--- src/rtl/instruction_fetch_pkg.sv ---
// Shared definitions for the instruction fetch unit: FSM encoding, queue entry
// layout and the fetchable-PC helper.
package instruction_fetch_pkg;

  typedef enum logic [1:0] {
    S_IDLE    = 2'd0,
    S_BUSY    = 2'd1,
    S_DISCARD = 2'd2,
    S_HALT    = 2'd3
  } fetch_state_e;

  localparam logic [31:0] WORD_BYTES = 32'd4;
  localparam logic [31:0] NOP_INSTR  = 32'h0000_0000;

  typedef struct packed {
    logic [31:0] instr;
    logic [31:0] pc;
  } fetch_entry_t;

  // A PC may be fetched only if word aligned and inside the loaded program image.
  function automatic logic pc_fetchable(input logic [31:0] pc, input logic [31:0] mem_words);
    pc_fetchable = (pc[1:0] == 2'b00) && (pc < (mem_words * WORD_BYTES));
  endfunction

endpackage

--- src/rtl/instruction_fetch_queue.sv ---
// Two-entry fetch queue of {instr, pc}; entry 0 is always the head, so the
// head outputs come straight from a register.
module fetch_queue
  import instruction_fetch_pkg::*;
(
  input  logic         i_clk,
  input  logic         i_rst_n,
  input  logic         i_push,
  input  fetch_entry_t i_data,
  input  logic         i_pop,
  input  logic         i_flush,
  output logic         o_valid,
  output fetch_entry_t o_head,
  output logic [1:0]   o_count_next
);

  logic [1:0]   r_count;
  logic         r_valid;
  fetch_entry_t r_e0;
  fetch_entry_t r_e1;

  logic [1:0]   w_count_next;
  fetch_entry_t w_e0_next;
  fetch_entry_t w_e1_next;
  logic         w_pop;

  assign w_pop = i_pop && (r_count != 2'd0);

  // Next queue contents: flush wins, then pop shifts entry 1 forward, then push fills the tail.
  always_comb begin
    w_e0_next    = r_e0;
    w_e1_next    = r_e1;
    w_count_next = r_count;
    if (i_flush) begin
      w_e0_next    = '0;
      w_e1_next    = '0;
      w_count_next = 2'd0;
    end else begin
      if (w_pop) begin
        w_e0_next    = r_e1;
        w_e1_next    = '0;
        w_count_next = r_count - 2'd1;
      end else begin
        w_count_next = r_count;
      end
      if (i_push && (w_count_next != 2'd2)) begin
        if (w_count_next == 2'd0) begin
          w_e0_next = i_data;
        end else begin
          w_e1_next = i_data;
        end
        w_count_next = w_count_next + 2'd1;
      end else begin
        w_count_next = w_count_next;
      end
    end
  end

  // Queue storage and occupancy.
  always_ff @(posedge i_clk or negedge i_rst_n) begin
    if (!i_rst_n) begin
      r_count <= 2'd0;
      r_valid <= 1'b0;
      r_e0    <= '0;
      r_e1    <= '0;
    end else begin
      r_count <= w_count_next;
      r_valid <= (w_count_next != 2'd0);
      r_e0    <= w_e0_next;
      r_e1    <= w_e1_next;
    end
  end

  assign o_valid      = r_valid;
  assign o_head       = r_e0;
  assign o_count_next = w_count_next;

endmodule

--- src/rtl/instruction_fetch.sv ---
// Instruction fetch unit: owns the PC, runs the memory req/ack handshake and
// feeds decode through a 2-entry tagged queue; redirects flush stale work.
module instruction_fetch
  import instruction_fetch_pkg::*;
#(
  parameter logic [31:0] RESET_PC  = 32'h0000_0000,
  parameter logic [31:0] MEM_WORDS = 32'd9
) (
  input  logic        clk,
  input  logic        reset_n,
  output logic        mem_req,
  output logic [31:0] mem_addr,
  input  logic        mem_ack,
  input  logic [31:0] mem_instr,
  output logic        instr_valid,
  output logic [31:0] instr_out,
  output logic [31:0] instr_pc,
  input  logic        instr_ready,
  input  logic        redirect_valid,
  input  logic [31:0] redirect_pc,
  output logic        fault
);

  fetch_state_e r_state;
  fetch_state_e w_state_next;
  logic [31:0]  r_pc;
  logic [31:0]  w_pc_next;
  logic [31:0]  r_mem_addr;
  logic [31:0]  w_mem_addr_next;
  logic         r_mem_req;
  logic         w_mem_req_next;
  logic         r_fault;
  logic         w_fault_next;
  logic         w_redir;
  logic         w_redir_bad;
  logic         w_push;
  logic         w_pop;
  logic         w_evaluate;
  logic         w_q_valid;
  logic [1:0]   w_count_next;
  fetch_entry_t w_head;
  fetch_entry_t w_push_data;

  // Once faulted or halted, redirects are ignored; a redirect drops any same-cycle ack data.
  assign w_redir     = redirect_valid && (r_state != S_HALT) && !r_fault;
  assign w_redir_bad = w_redir && (redirect_pc[1:0] != 2'b00);
  assign w_push      = (r_state == S_BUSY) && mem_ack && !w_redir;
  assign w_pop       = w_q_valid && instr_ready;
  assign w_pc_next   = w_redir ? redirect_pc : (w_push ? (r_pc + WORD_BYTES) : r_pc);
  assign w_push_data = '{instr: mem_instr, pc: r_pc};

  fetch_queue u_queue (
    .i_clk        (clk),
    .i_rst_n      (reset_n),
    .i_push       (w_push),
    .i_data       (w_push_data),
    .i_pop        (w_pop),
    .i_flush      (w_redir),
    .o_valid      (w_q_valid),
    .o_head       (w_head),
    .o_count_next (w_count_next)
  );

  // Next-state: decide when the issue rule is evaluated, then apply it to the next PC.
  always_comb begin
    w_state_next    = r_state;
    w_fault_next    = r_fault | w_redir_bad;
    w_mem_addr_next = r_mem_addr;
    w_evaluate      = 1'b0;
    case (r_state)
      S_IDLE: w_evaluate = 1'b1;
      S_BUSY: begin
        if (mem_ack) begin
          w_evaluate = 1'b1;
        end else if (w_redir) begin
          w_state_next = S_DISCARD;
        end else begin
          w_state_next = S_BUSY;
        end
      end
      S_DISCARD: w_evaluate = mem_ack;
      S_HALT:    w_state_next = S_HALT;
      default: begin
        w_state_next = S_HALT;
        w_fault_next = 1'b1;
      end
    endcase
    if (w_evaluate) begin
      if (w_fault_next || !pc_fetchable(w_pc_next, MEM_WORDS)) begin
        w_state_next = S_HALT;
        w_fault_next = 1'b1;
      end else if (w_count_next <= 2'd1) begin
        w_state_next    = S_BUSY;
        w_mem_addr_next = w_pc_next;
      end else begin
        w_state_next = S_IDLE;
      end
    end else begin
      w_mem_addr_next = r_mem_addr;
    end
  end

  assign w_mem_req_next = (w_state_next == S_BUSY) || (w_state_next == S_DISCARD);

  // State, PC and registered memory-side outputs.
  always_ff @(posedge clk or negedge reset_n) begin
    if (!reset_n) begin
      r_state    <= S_IDLE;
      r_pc       <= RESET_PC;
      r_mem_addr <= 32'h0000_0000;
      r_mem_req  <= 1'b0;
      r_fault    <= 1'b0;
    end else begin
      r_state    <= w_state_next;
      r_pc       <= w_pc_next;
      r_mem_addr <= w_mem_addr_next;
      r_mem_req  <= w_mem_req_next;
      r_fault    <= w_fault_next;
    end
  end

  assign mem_req     = r_mem_req;
  assign mem_addr    = r_mem_addr;
  assign fault       = r_fault;
  assign instr_valid = w_q_valid;
  assign instr_out   = w_head.instr;
  assign instr_pc    = w_head.pc;

endmodule

--- config.mk ---
export PLATFORM = sky130hd
export DESIGN_NAME = instruction_fetch
export DESIGN_NICKNAME = d
export VERILOG_FILES = /design/src/rtl/instruction_fetch_pkg.sv /design/src/rtl/instruction_fetch_queue.sv /design/src/rtl/instruction_fetch.sv
export SDC_FILE = /design/constraint.sdc
export NUM_CORES = 1
export LEC_CHECK = 0
export ABC_AREA = 1
export CORE_ASPECT_RATIO = 0.75
export CORE_MARGIN = 2
export CORE_UTILIZATION = 54
export CTS_CLUSTER_DIAMETER = 30
export DETAILED_ROUTE_END_ITERATION = 16
export PLACE_DENSITY = 0.85
export SYNTH_ARGS = -nofsm -noshare
export SYNTH_HDL_FRONTEND = slang
export SYNTH_HIERARCHICAL = 1
export SYNTH_SLANG_ARGS = --single-unit
--- constraint.sdc ---
create_clock -name clk -period 2.8 [get_ports clk]
set_clock_uncertainty 0.05 [all_clocks]
set_input_delay 0.28 -clock clk [delete_from_list [all_inputs] [get_ports clk]]
set_output_delay 0.28 -clock clk [all_outputs]
set_load 0.01 [all_outputs]
# Word-level counts from Yosys, hierarchy flattened
# Cells that the tools add are included.
[word_totals]
ff_bits = 199
inputBits = 69
[op_classes]
addsub = 3
order_cmp = 2
eq_ne = 7
mux = 24
bitwise_logic = 2
reduce_logical = 21
[op_table]
columns = ["operator", "count"]
rows = [
  ["two-way mux 64 bit", 8],
  ["two-way mux 32 bit", 2],
  ["adder 32 x 3 -> 32 bit (second input constant)", 1],
  ["less-than comparator 32 x 6 -> 1 bit (second input constant)", 1],
  ["two-way mux 2 bit", 8],
  ["logical AND 1 bit", 9],
  ["== test 2 bit (second input constant)", 3],
  ["logical NOT 2 bit", 3],
  ["nonzero test 2 bit", 3],
  ["== test 2 x 1 -> 1 bit (second input constant)", 2],
  ["two-way mux 1 bit", 4],
  ["inequality test 2 bit (second input constant)", 2],
  ["case mux 2 bit (2 select lines)", 1],
  ["logical NOT 1 bit", 3],
  ["case mux 1 bit (3 select lines)", 1],
  ["AND reduction 3 bit", 1],
  ["adder 2 x 1 -> 2 bit (second input constant)", 1],
  ["less-or-equal comparator 2 x 1 -> 1 bit (second input constant)", 1],
  ["logical OR 1 bit", 2],
  ["subtractor 2 x 1 -> 2 bit (second input constant)", 1],
  ["NOT 1 bit", 1],
  ["OR 1 bit", 1],
]

# Depth between registers and ports, before layout
[logic_depth]
depth_word = 15
depth_mapped = 20
ltp_nobuf = 19

# Hierarchy
# Netlist, hierarchy kept.
[by_module_without_submodules]
columns = ["module", "instances", "cells_each", "area_per_inst_um2"]
rows = [
  ["fetch_queue", 1, 930, 6672.6],
  ["instruction_fetch", 1, 522, 3811.2],
]

# Worst setup path after synthesis
# OpenSTA, ideal clock, no wires.
[synth_timing]
kind = "register to register"
from = "reg r_state[0]"
to = "reg r_mem_addr[2] (netlist: mem_addr[2])"
setup_time_ns = 0.116
arrival_ns = 2.418
path_slack_ns = 0.215
stages_incl_launch_ff = 16
synth_period_minus_slack_ns = 2.585
cell_sequence = "dfrtp_1 ha_1 nor2_4 nand2_2 buf_6 inv_2 buf_2 clkinv_1 clkbuf_1 buf_2 nand3_1 inv_1 nand3b_4 buf_6 nand2_1 nand2_1"
[synth_lines]
columns = ["item", "line", "text"]
rows = [
  ["start: declaration", "instruction_fetch.sv:24", "fetch_state_e r_state;"],
  ["start signal: assignment", "instruction_fetch.sv:114", "r_state <= w_state_next;"],
  ["inequality test 2 bit *", "instruction_fetch.sv:45", "assign w_redir = redirect_valid && (r_state != S_HALT) && !r_fault;"],
  ["logical AND 1 bit * (2 in a row)", "instruction_fetch.sv:45", ""],
  ["named net w_redir", "instruction_fetch.sv:34", "logic w_redir;"],
  ["logical NOT 1 bit", "instruction_fetch.sv:47", "assign w_push = (r_state == S_BUSY) && mem_ack && !w_redir;"],
  ["logical AND 1 bit", "instruction_fetch.sv:47", ""],
  ["logical AND 1 bit", "instruction_fetch_queue.sv:46", "if (i_push && (w_count_next != 2'd2)) begin"],
  ["two-way mux 2 bit", "instruction_fetch_queue.sv:46", ""],
  ["two-way mux 2 bit *", "instruction_fetch_queue.sv:34", "if (i_flush) begin"],
  ["named net w_count_next[1]", "instruction_fetch.sv:40", "logic [1:0] w_count_next;"],
  ["less-or-equal comparator 2 x 1 -> 1 bit *", "instruction_fetch.sv:92", "end else if (w_count_next <= 2'd1) begin"],
  ["AND reduction 3 bit (no line) *", "-", ""],
  ["end signal: assignment", "instruction_fetch.sv:116", "r_mem_addr <= w_mem_addr_next;"],
  ["end: declaration", "instruction_fetch.sv:28", "logic [31:0] r_mem_addr;"],
]
# The timed path passes the listed nets; every way through them passes the cells marked *.
# A chain may end at the register's enable or synchronous reset.

# Final worst setup path
[layout_timing]
from = "reg r_state[0]"
to = "reg r_mem_addr[30] (netlist: mem_addr[30])"
[layout_via]
elab_chain_len = 13
[layout_lines]
columns = ["item", "line", "text"]
rows = [
  ["inequality test 2 bit", "instruction_fetch.sv:45", ""],
  ["logical AND 1 bit (2 in a row)", "instruction_fetch.sv:45", ""],
  ["logical NOT 1 bit", "instruction_fetch.sv:47", ""],
  ["logical AND 1 bit", "instruction_fetch.sv:47", ""],
  ["two-way mux 32 bit (2 in a row)", "instruction_fetch.sv:49", "assign w_pc_next = w_redir ? redirect_pc : (w_push ? (r_pc + WORD_BYTES) : r_pc);"],
  ["less-than comparator 32 x 6 -> 1 bit / logical NOT 2 bit (equally long branches)", "instruction_fetch_pkg.sv:22", "pc_fetchable = (pc[1:0] == 2'b00) && (pc < (mem_words * WORD_BYTES));"],
  ["logical AND 1 bit", "instruction_fetch_pkg.sv:22", ""],
  ["logical NOT 1 bit", "instruction_fetch.sv:89", "if (w_fault_next || !pc_fetchable(w_pc_next, MEM_WORDS)) begin"],
  ["logical OR 1 bit", "instruction_fetch.sv:89", ""],
  ["NOT 1 bit (no line)", "-", ""],
  ["AND reduction 3 bit (no line)", "-", ""],
]
# Parallel ways exist; a longest one is shown, timed or not.

==> metrics.yaml <==
detailed_routing:
  drc: 0
  drt_iter0_markers: 1305
  dr.pass1.iters: 6
  via_per_inst: 5.35
  post_drt_wl_per_cell_um: 15.6
  wl_um: 29400
  vias: 10100
  ant_nets: 0
power_and_ir_drop:
  p_leak_nw: 7.14
  ir_drop_mv: 0.369
  cellPowerDensity_nw_per_um2: 464
placed_design:
  dp_hpwl_um: 18100
  dp_slack_ps: -125
  gp_congestion: 0.903
  placedCellCount: 1827
  place_area_um2: 12400
  port_buffers: 167
logic_synthesis:
  synth_area_leaders: "dfrtp_1, nand2_1, nand3_1"
  synth-edff-count: 0
  synth-seq-cells: 199
  netlist_top_cells_count: "nand2_1, dfrtp_1, nand3_1"
  syn-cell-area_um2: 10500
  yosys_warnings: 6
  syn_nets: 1526
  syn_inst: 1452
  yosysMostFrequentCell: "nand2_1"
  postSynthAreaPerCell_um2: 7.22
  synth_async_sr_flop_share: 1.00
  seq_area_frac_synth: 0.475
  yosys.area.top_type: "dfrtp_1"
  netlist.area_leader.share: 0.475
  synth.distinct_cells: 37
  synthFlopType: "dfrtp_1"
finish:
  num_antenna_cells: 0
  fin_nets: 1690
  fillCellCount: 1501
  drive_gt1_frac: 0.110
  seqCellArea_um2: 4980
  area_growth_pct: 28.1
  stdcell_count: 1882
  fin_area_um2: 13400
  multi_input_comb_area_um2: 4600
clock_network:
  clkSlewWorstSetupHoldPaths_ps: 80
  numCtsBuffers: 17
  cts_root_buffer: "clkbuf_16"
  cts_tree: "yes"
  cts.sinks: 199
  clock_path_buffers: 2
  cts_htree_levels: 4
  clkLatencyLatePin_ps: 440
worst_setup_path:
  required_ps: 3080
  cp-start-kind: "flip-flop"
  crit_type: "reg -> reg"
  worstRegToRegCells: 17
  crit_arrival_ps: 3200
  cp_max_fo: 7
  end_kind: "flip-flop"
timing:
  rsz0062_at_grt: "yes"
  max_freq_mhz: 342
  fin_crit_ps: 2920
  finalSetupViolations: 32
  setup_tns_ps: -1690
  hold_violations: 0
  report.final.slew_viol_count: 0
  fin_ws_ps: -120
  hold_slack_ps: 349
  worst_pin_slew_ps: 836
  max_slew_margin: 0.443
  fin_crit_sh: 1.04
flow_run:
  cap_violations: 0
global_routing:
  grt_pass1_wl_um: 44700
  grt_pass1_vias: 8984
  grt_antenna_before_repair: 0
  grt_overflow: 0
  grt.total_usage: 0.272
  grt_max_degree: 100
die:
  rows: 44
  ios: 168
  die_h_um: 125
  die-area_um2: 20600
  start_util: 0.546
  coreArea_um2: 19200
  die_w_um: 165
min_path:
  hold_path_class: "in -> async"
run_status:
  status: "finished, violations left"
  violations: "negative setup slack"
## worst paths after layout
check,from,end,slack [ps]
hold / removal,reset_n,u_queue/r_e1[48],350
setup reg to reg,r_state[0],mem_addr[30],-120
hold reg to reg,mem_addr[11],mem_addr[11],430
min in group clk,redirect_pc[16],r_pc[16],350
setup / recovery,r_state[0],mem_addr[30],-120
max in group asynchronous,reset_n,u_queue/o_head[36],1550
## sequential cells by signal, indices dropped and copies added, names as in the netlist
| name | count |
|---|---|
| r_pc | 32 |
| mem_req | 1 |
| u_queue/r_e1 | 64 |
| u_queue/o_valid | 1 |
| u_queue/r_count | 2 |
| fault | 1 |
| u_queue/o_head | 64 |
| mem_addr | 32 |
| r_state | 2 |
## timing repair
item                                    4_1_cts  5_1_grt
pin swaps                                     0       23
endpoints found under the setup margin        3       36
resized for setup                             1       67
gates cloned                                  0        7
hold endpoints to repair                     63        0
setup buffers                                 0       15
hold buffers                                  1        0
## cell usage in the layout, fill, tap and decap left out, types with 13 or more instances in the layout
cell type / synthesis / final
clkbuf_16: 0 / 21
inv_2: 5 / 13
nand2_1: 497 / 472
o21ai_1: 61 / 62
buf_4: 11 / 38
nor2_1: 164 / 160
clkdlybuf4s50_1: 0 / 166
nand3_1: 192 / 186
dfrtp_1: 199 / 195
inv_1: 164 / 155
nand2_2: 7 / 26
## through the flow
step	utilization	total power [mW]
4_1_cts	0.676	6.23
5_1_grt	0.699	6.42
3_5_place_dp	0.643	3.68
2_1_floorplan	-	3.38
6_report	0.699	6.23
3_3_place_gp	0.643	3.68
## per-layer routing
layer / share of wire / GRT usage
met2: 0.45 / 0.403
met3: 0.090 / 0.0609
met4: 0.019 / 0.0721
met1: 0.44 / 0.404
met5: 0 / 0
## layout make-up
cell class | count | share of cell area
Clock buffer | 19 | 0.0337
Clock inverter | 13 | 0.0117
Inverter | 174 | 0.0489
Multi-Input combinational cell | 1002 | 0.342
Sequential cell | 199 | 0.371
Tap cell | 253 | 0.0236
Timing Repair Buffer | 222 | 0.169
## critical path: stages, from the launching register on
cell	delay, ps
dfrtp_2	450
ha_4	190
nor2_4	140
nand2_4	120
buf_6	160
nand2_4	60
nand3_2	80
nor3_2	250
nand2_1	110
nor2_1	120
nand2_1	70
nor2_2	130
nand3_2	110
nor2_4	190
nand3b_4	200
clkbuf_16	230
nand2_1	80
inv_1	50
## logic make-up after synthesis
| family | Yosys count | share of synthesized area |
|---|---|---|
| compound gates | 86 | 0.0432 |
| xor+xnor | 1 | 0.000836 |
| fa+ha+maj | 5 | 0.00597 |
| buf+inv | 253 | 0.108 |
| flops | 199 | 0.475 |
| simple gates | 908 | 0.367 |
## where the power goes
group	internal (mW)	leakage (nW)	switching (mW)
clock	1.39	0.296	1.19
sequential	2.89	2.65	0.00724
combinational	0.199	4.19	0.547
total	4.48	7.14	1.74
(Power assumes the default switching activity.)
